$ cat src/rtl/dm_lsu_pkg.sv
// Shared types and decode helpers for the dm_lsu load/store unit.
package dm_lsu_pkg;

    typedef enum logic [2:0] {
        LW  = 3'd0,
        LH  = 3'd1,
        LHU = 3'd2,
        LB  = 3'd3,
        LBU = 3'd4,
        SW  = 3'd5,
        SH  = 3'd6,
        SB  = 3'd7
    } op_e;

    typedef enum logic [1:0] {
        IDLE = 2'd0,
        RD   = 2'd1,
        WR   = 2'd2,
        DONE = 2'd3
    } state_e;

    typedef enum logic [1:0] {
        SZ_BYTE = 2'd0,
        SZ_HALF = 2'd1,
        SZ_WORD = 2'd2
    } size_e;

    function automatic logic is_load(input op_e op);
        return (op == LW) || (op == LH) || (op == LHU) || (op == LB) || (op == LBU);
    endfunction

    function automatic logic is_subword_store(input op_e op);
        return (op == SH) || (op == SB);
    endfunction

    function automatic size_e access_size(input op_e op);
        size_e sz;
        case (op)
            LB, LBU, SB: sz = SZ_BYTE;
            LH, LHU, SH: sz = SZ_HALF;
            default:     sz = SZ_WORD;
        endcase
        return sz;
    endfunction

endpackage

$ cat src/rtl/dm_lsu_lane.sv
// Combinational lane logic: load extraction/extension and sub-word store merge.
module dm_lane_unit
    import dm_lsu_pkg::*;
(
    input  op_e         op,
    input  logic [1:0]  byte_off,
    input  logic [31:0] rd_word,
    input  logic [15:0] st_half,
    output logic [31:0] ld_data,
    output logic [31:0] merged_word
);

    logic [7:0]  byte_sel;
    logic [15:0] half_sel;

    assign byte_sel = rd_word[{byte_off, 3'b000} +: 8];
    assign half_sel = rd_word[{byte_off[1], 4'b0000} +: 16];

    // NOTE: every output gets a default at the top of always_comb so no path leaves it unassigned (which would infer a latch).
    always_comb begin
        ld_data     = rd_word;
        merged_word = rd_word;
        case (op)
            LB:      ld_data = {{24{byte_sel[7]}}, byte_sel};
            LBU:     ld_data = {24'h0, byte_sel};
            LH:      ld_data = {{16{half_sel[15]}}, half_sel};
            LHU:     ld_data = {16'h0, half_sel};
            SB:      merged_word[{byte_off, 3'b000} +: 8] = st_half[7:0];
            SH:      merged_word[{byte_off[1], 4'b0000} +: 16] = st_half;
            default: ;
        endcase
    end

endmodule

$ cat src/rtl/dm_lsu.sv
// Load/store unit: accepts one CPU memory op, checks it, and runs the word-wide
// read / write / read-modify-write transactions against the data memory.
module dm_lsu
    import dm_lsu_pkg::*;
#(
    parameter int ADDR_W   = 32,
    parameter int DM_BYTES = 12288
) (
    input  logic              clk,
    input  logic              reset,
    input  logic              cpu_valid,
    output logic              cpu_ready,
    input  logic [2:0]        cpu_op,
    input  logic [ADDR_W-1:0] cpu_addr,
    input  logic [31:0]       cpu_wdata,
    output logic              cpu_done,
    output logic              cpu_exc,
    output logic [31:0]       cpu_rdata,
    output logic              mem_req,
    output logic              mem_we,
    output logic [ADDR_W-1:0] mem_addr,
    output logic [31:0]       mem_wdata,
    input  logic              mem_ready,
    input  logic [31:0]       mem_rdata
);

    state_e      state;
    op_e         op_q;
    logic [1:0]  off_q;
    op_e         op_in;
    size_e       size_in;
    logic        exc_in;
    logic [31:0] ld_data;
    logic [31:0] merged_word;

    assign op_in   = op_e'(cpu_op);
    assign size_in = access_size(op_in);
    assign exc_in  = ((size_in == SZ_HALF) && cpu_addr[0])
                  || ((size_in == SZ_WORD) && (cpu_addr[1:0] != 2'b00))
                  || (cpu_addr >= ADDR_W'(DM_BYTES));

    // mem_wdata doubles as the store-data holder, so the merge reads its low half.
    dm_lane_unit u_lane (
        .op          (op_q),
        .byte_off    (off_q),
        .rd_word     (mem_rdata),
        .st_half     (mem_wdata[15:0]),
        .ld_data     (ld_data),
        .merged_word (merged_word)
    );

    // NOTE: sequential state uses non-blocking assignments so every flop samples pre-edge values.
    always_ff @(posedge clk) begin
        if (reset) begin
            state     <= IDLE;
            op_q      <= LW;
            off_q     <= 2'b00;
            cpu_ready <= 1'b1;
            cpu_done  <= 1'b0;
            cpu_exc   <= 1'b0;
            cpu_rdata <= 32'h0;
            mem_req   <= 1'b0;
            mem_we    <= 1'b0;
            mem_addr  <= '0;
            mem_wdata <= 32'h0;
        end else begin
            case (state)
                IDLE: begin
                    if (cpu_valid) begin
                        op_q      <= op_in;
                        off_q     <= cpu_addr[1:0];
                        mem_addr  <= {cpu_addr[ADDR_W-1:2], 2'b00};
                        mem_wdata <= cpu_wdata;
                        cpu_ready <= 1'b0;
                        if (exc_in) begin
                            state    <= DONE;
                            cpu_done <= 1'b1;
                            cpu_exc  <= 1'b1;
                        end else if (is_load(op_in) || is_subword_store(op_in)) begin
                            state   <= RD;
                            mem_req <= 1'b1;
                            mem_we  <= 1'b0;
                        end else begin
                            state   <= WR;
                            mem_req <= 1'b1;
                            mem_we  <= 1'b1;
                        end
                    end
                end
                RD: begin
                    if (mem_ready) begin
                        if (is_load(op_q)) begin
                            state     <= DONE;
                            cpu_rdata <= ld_data;
                            cpu_done  <= 1'b1;
                            mem_req   <= 1'b0;
                        end else begin
                            state     <= WR;
                            mem_wdata <= merged_word;
                            mem_we    <= 1'b1;
                        end
                    end
                end
                WR: begin
                    if (mem_ready) begin
                        state    <= DONE;
                        cpu_done <= 1'b1;
                        mem_req  <= 1'b0;
                        mem_we   <= 1'b0;
                    end
                end
                DONE: begin
                    state     <= IDLE;
                    cpu_done  <= 1'b0;
                    cpu_exc   <= 1'b0;
                    cpu_ready <= 1'b1;
                end
                default: state <= IDLE;
            endcase
        end
    end

endmodule
$ cat config.mk
export PLATFORM = sky130hd
export DESIGN_NAME = dm_lsu
export DESIGN_NICKNAME = d
export VERILOG_FILES = /design/src/rtl/dm_lsu_pkg.sv /design/src/rtl/dm_lsu_lane.sv /design/src/rtl/dm_lsu.sv
export SDC_FILE = /design/constraint.sdc
export NUM_CORES = 1
export LEC_CHECK = 0
export CAP_MARGIN = 10
export CORE_MARGIN = 8
export CORE_UTILIZATION = 45
export CTS_BUF_LIST = sky130_fd_sc_hd__clkbuf_2
export CTS_CLUSTER_SIZE = 28
export DETAILED_ROUTE_END_ITERATION = 10
export DONT_BUFFER_PORTS = 1
export SYNTH_ARGS = -nofsm -noshare
export SYNTH_HDL_FRONTEND = slang
export SYNTH_SLANG_ARGS = --single-unit
$ cat constraint.sdc
create_clock -name clk -period 2.4 [get_ports clk]
set_clock_uncertainty 0.1 [all_clocks]
set_input_delay 0.36 -clock clk [delete_from_list [all_inputs] [get_ports clk]]
set_output_delay 0.36 -clock clk [all_outputs]
set_load 0.01 [all_outputs]
==> results.sh <==
export IMPL_worst_setup_path_type="flip-flop to flip-flop"
export IMPL_power_density_nw_per_um2=906.8
export IMPL_cts_tree="built"
export IMPL_hold_depth=4
export IMPL_ys_seq_area_frac=0.3726
export IMPL_io_pins=204
export IMPL_final_hold_violation_count=0
export IMPL_antenna_found_initial=1
export IMPL_start_kind="flip-flop"
export IMPL_ys_warnings_count=0
export IMPL_postSynthAreaPerCell_um2=7.686
export IMPL_crit_chain="inv_1 > buf_4 > nor2_2 > o221ai_1 > dlygate4sd3_1 > a211oi_1"
export IMPL_worstMarginPinSlew_ns=0.8828
export IMPL_yosysMostFrequentCell="nand2_1"
export IMPL_synth_async_sr_flop_share=0
export IMPL_dieArea_um2=16510
export IMPL_required_ns=2.88
export IMPL_drive_gt1_frac=0.07425
export IMPL_wire_per_inst_um=21.84
export IMPL_final_max_slew_viol_count=0
export IMPL_post_route_period_util=0.9484
export IMPL_outcome="finished clean"
export IMPL_rsz0062_at_grt="true"
export IMPL_critical_path_depth=6
export IMPL_portBuffers=0
export IMPL_routed_via_count=6113
export IMPL_start_util=0.4569
export IMPL_peakVddDrop_mv=0.4787
export IMPL_yosysTopAreaCell="dfxtp_1"
export IMPL_post_route_drc_count=0
export IMPL_rows=41
export IMPL_rr_worst_depth=6
export IMPL_reg2reg_slack_ns=0.12
export IMPL_grt_ovfl_total=0
export IMPL_cp_slowest_cell="dlygate4sd3_1"
export IMPL_grt_total_usage=0.2614
export IMPL_first_pass_iters=5
export IMPL_n_fill_cell=1179
export IMPL_min_path_type="input port to flip-flop"
export IMPL_clockBufferDepth=2
export IMPL_grt_pass1_vias=5972
export IMPL_cts_buffers=9
export IMPL_cts_sinks=106
export IMPL_grt_max_degree=101
export IMPL_synth_top_cell_area_share=0.3726
export IMPL_cp_max_fo=10
export IMPL_slowest_delay_ns=0.59
export IMPL_htreeDepth=3
export IMPL_drtIter0Drc=478
export IMPL_grt_pass1_wl_mm=33.70
export IMPL_setup_viol=0
export IMPL_fin_crit_ns=2.276
export IMPL_area_growth_syn_to_layout_pct=24.30
export IMPL_p_leak_nw=2.565
export IMPL_power_mw=6.420
export IMPL_viasPerCell=6.052
export IMPL_slew_headroom=0.4069
export IMPL_multiInputGateArea_um2=3249
export IMPL_core_area_um2=12470
export IMPL_yosysUniqueCellTypes=70
export IMPL_chipHeight_um=128.5
export IMPL_fin_nets=942
export IMPL_seqCellArea_um2=2125
export IMPL_max_freq_mhz=439.3
export IMPL_cap_violations=0
export IMPL_cp_num_buf_inv=3
export IMPL_routabilityCongestion=0.9513
export IMPL_synth_area_um2=5695
export IMPL_postRouteAntennaNets=0
export IMPL_crit_path_end_kind="flip-flop"
export IMPL_synthCells=741
export IMPL_dpl_hpwl_mm=15.28
export IMPL_arrival_ns=2.76
export IMPL_synth_edf_count=0
export IMPL_clock_latency_ns=0.63
export IMPL_synthTopCellsByArea="dfxtp_1, nand2_1, nor2_1"
export IMPL_ys_seq_elements=106
export IMPL_yosys_most_used_dff="dfxtp_1"
export IMPL_wl_mm=22.06
export IMPL_cts_root_buf="clkbuf_2"
export IMPL_die_w_um=128.5
export IMPL_synth_top_cells_by_count="nand2_1, dfxtp_1, nor2_1"
export IMPL_tns_ns=0
export IMPL_critPathTopFamily="buffers and inverters"
export IMPL_path_clk_slew_ns=0.28
[kinds of logic after synthesis]
| logic type | Yosys count | share of synthesized area |
|---|---|---|
| flops | 106 | 0.3726 |
| fa+ha+maj | 9 | 0.01977 |
| other cells | 1 | 0.0006584 |
| mux | 3 | 0.007689 |
| compound gates | 251 | 0.3056 |
| simple gates | 293 | 0.2291 |
| xor+xnor | 3 | 0.005933 |
| buf+inv | 75 | 0.05865 |
[final cells by class]
cell class,count,share of cell area
Multi-Input combinational cell,561,0.4590
Sequential cell,106,0.3001
Timing Repair Buffer,133,0.1838
Tap cell,172,0.03040
Inverter,19,0.01007
Clock buffer,11,0.007777
Clock inverter,5,0.007777
Antenna cell,3,0.001060
[worst min-delay path, delay by kind of cell]
| family | cells | cell delay (ns) |
|---|---|---|
| buffers and inverters | 1 | 0.17 |
| AND/OR/NAND/NOR | 2 | 0.18 |
| AO/OA/AOI/OAI | 1 | 0.05 |
[metal layers]
layer	track usage	wire length [µm]
met5	0	0
met1	0.3214	8657
met2	0.4160	10290
met3	0.08399	2677
met4	0.1050	436
[flip-flops by register name, summed over array words and instances, names as in the netlist]
| name | count |
|---|---|
| off_q | 2 |
| mem_we | 1 |
| mem_addr | 30 |
| mem_req | 1 |
| state | 2 |
| cpu_rdata | 32 |
| cpu_ready | 1 |
| cpu_exc | 1 |
| mem_wdata | 32 |
| cpu_done | 1 |
| op_q | 3 |
[power breakdown]
group          leakage, nW  total, mW  internal (mW)  switching (mW)
Combinational         1.63       2.57           1.04            1.53
Clock               0.0696      0.859          0.246           0.613
Sequential           0.870       2.99           2.26           0.734
[cells in the final DEF, fill, tap and decap left out, drive strengths merged, types with 11 or more instances in the layout]
cell         instances
nor3                16
dfxtp              106
nor4                15
buf                 23
dlygate4sd3        110
nand2              118
clkbuf              11
a21oi               68
o21ai               50
inv                 19
nor2                94
nand3               11
a211oi              33
[worst paths after layout]
| check | start | end |
|---|---|---|
| worst max-delay path | off_q[1] | cpu_rdata[10] |
| worst min-delay path | cpu_valid | mem_wdata[1] |
| worst max register to register | off_q[1] | cpu_rdata[10] |
| worst min register to register | state[1] | state[1] |
[stage by stage]
step                hold WS [ns]  utilization  setup slack [ns]  instances  area, µm²
floorplan                 0.3553            -           0.07495        742       5699
global placement          0.3397       0.4662            0.2412        879       5812
detailed placement        0.3405       0.4662            0.1463        879       5812
CTS                     0.003312       0.5656           0.03711       1006       7051
global route           0.0007248       0.5677         0.0004392       1009       7077
finish                   0.04385       0.5679            0.1238       1010       7079
[timing repair]
action / 4_1_cts / 5_1_grt
hold buffers: 111 / 0
hold endpoints to repair: 106 / 0
endpoints found under the setup margin: 0 / 16
setup buffers: 0 / 1
gates resized for setup: 0 / 6
Power figures use the tool's default switching activity.
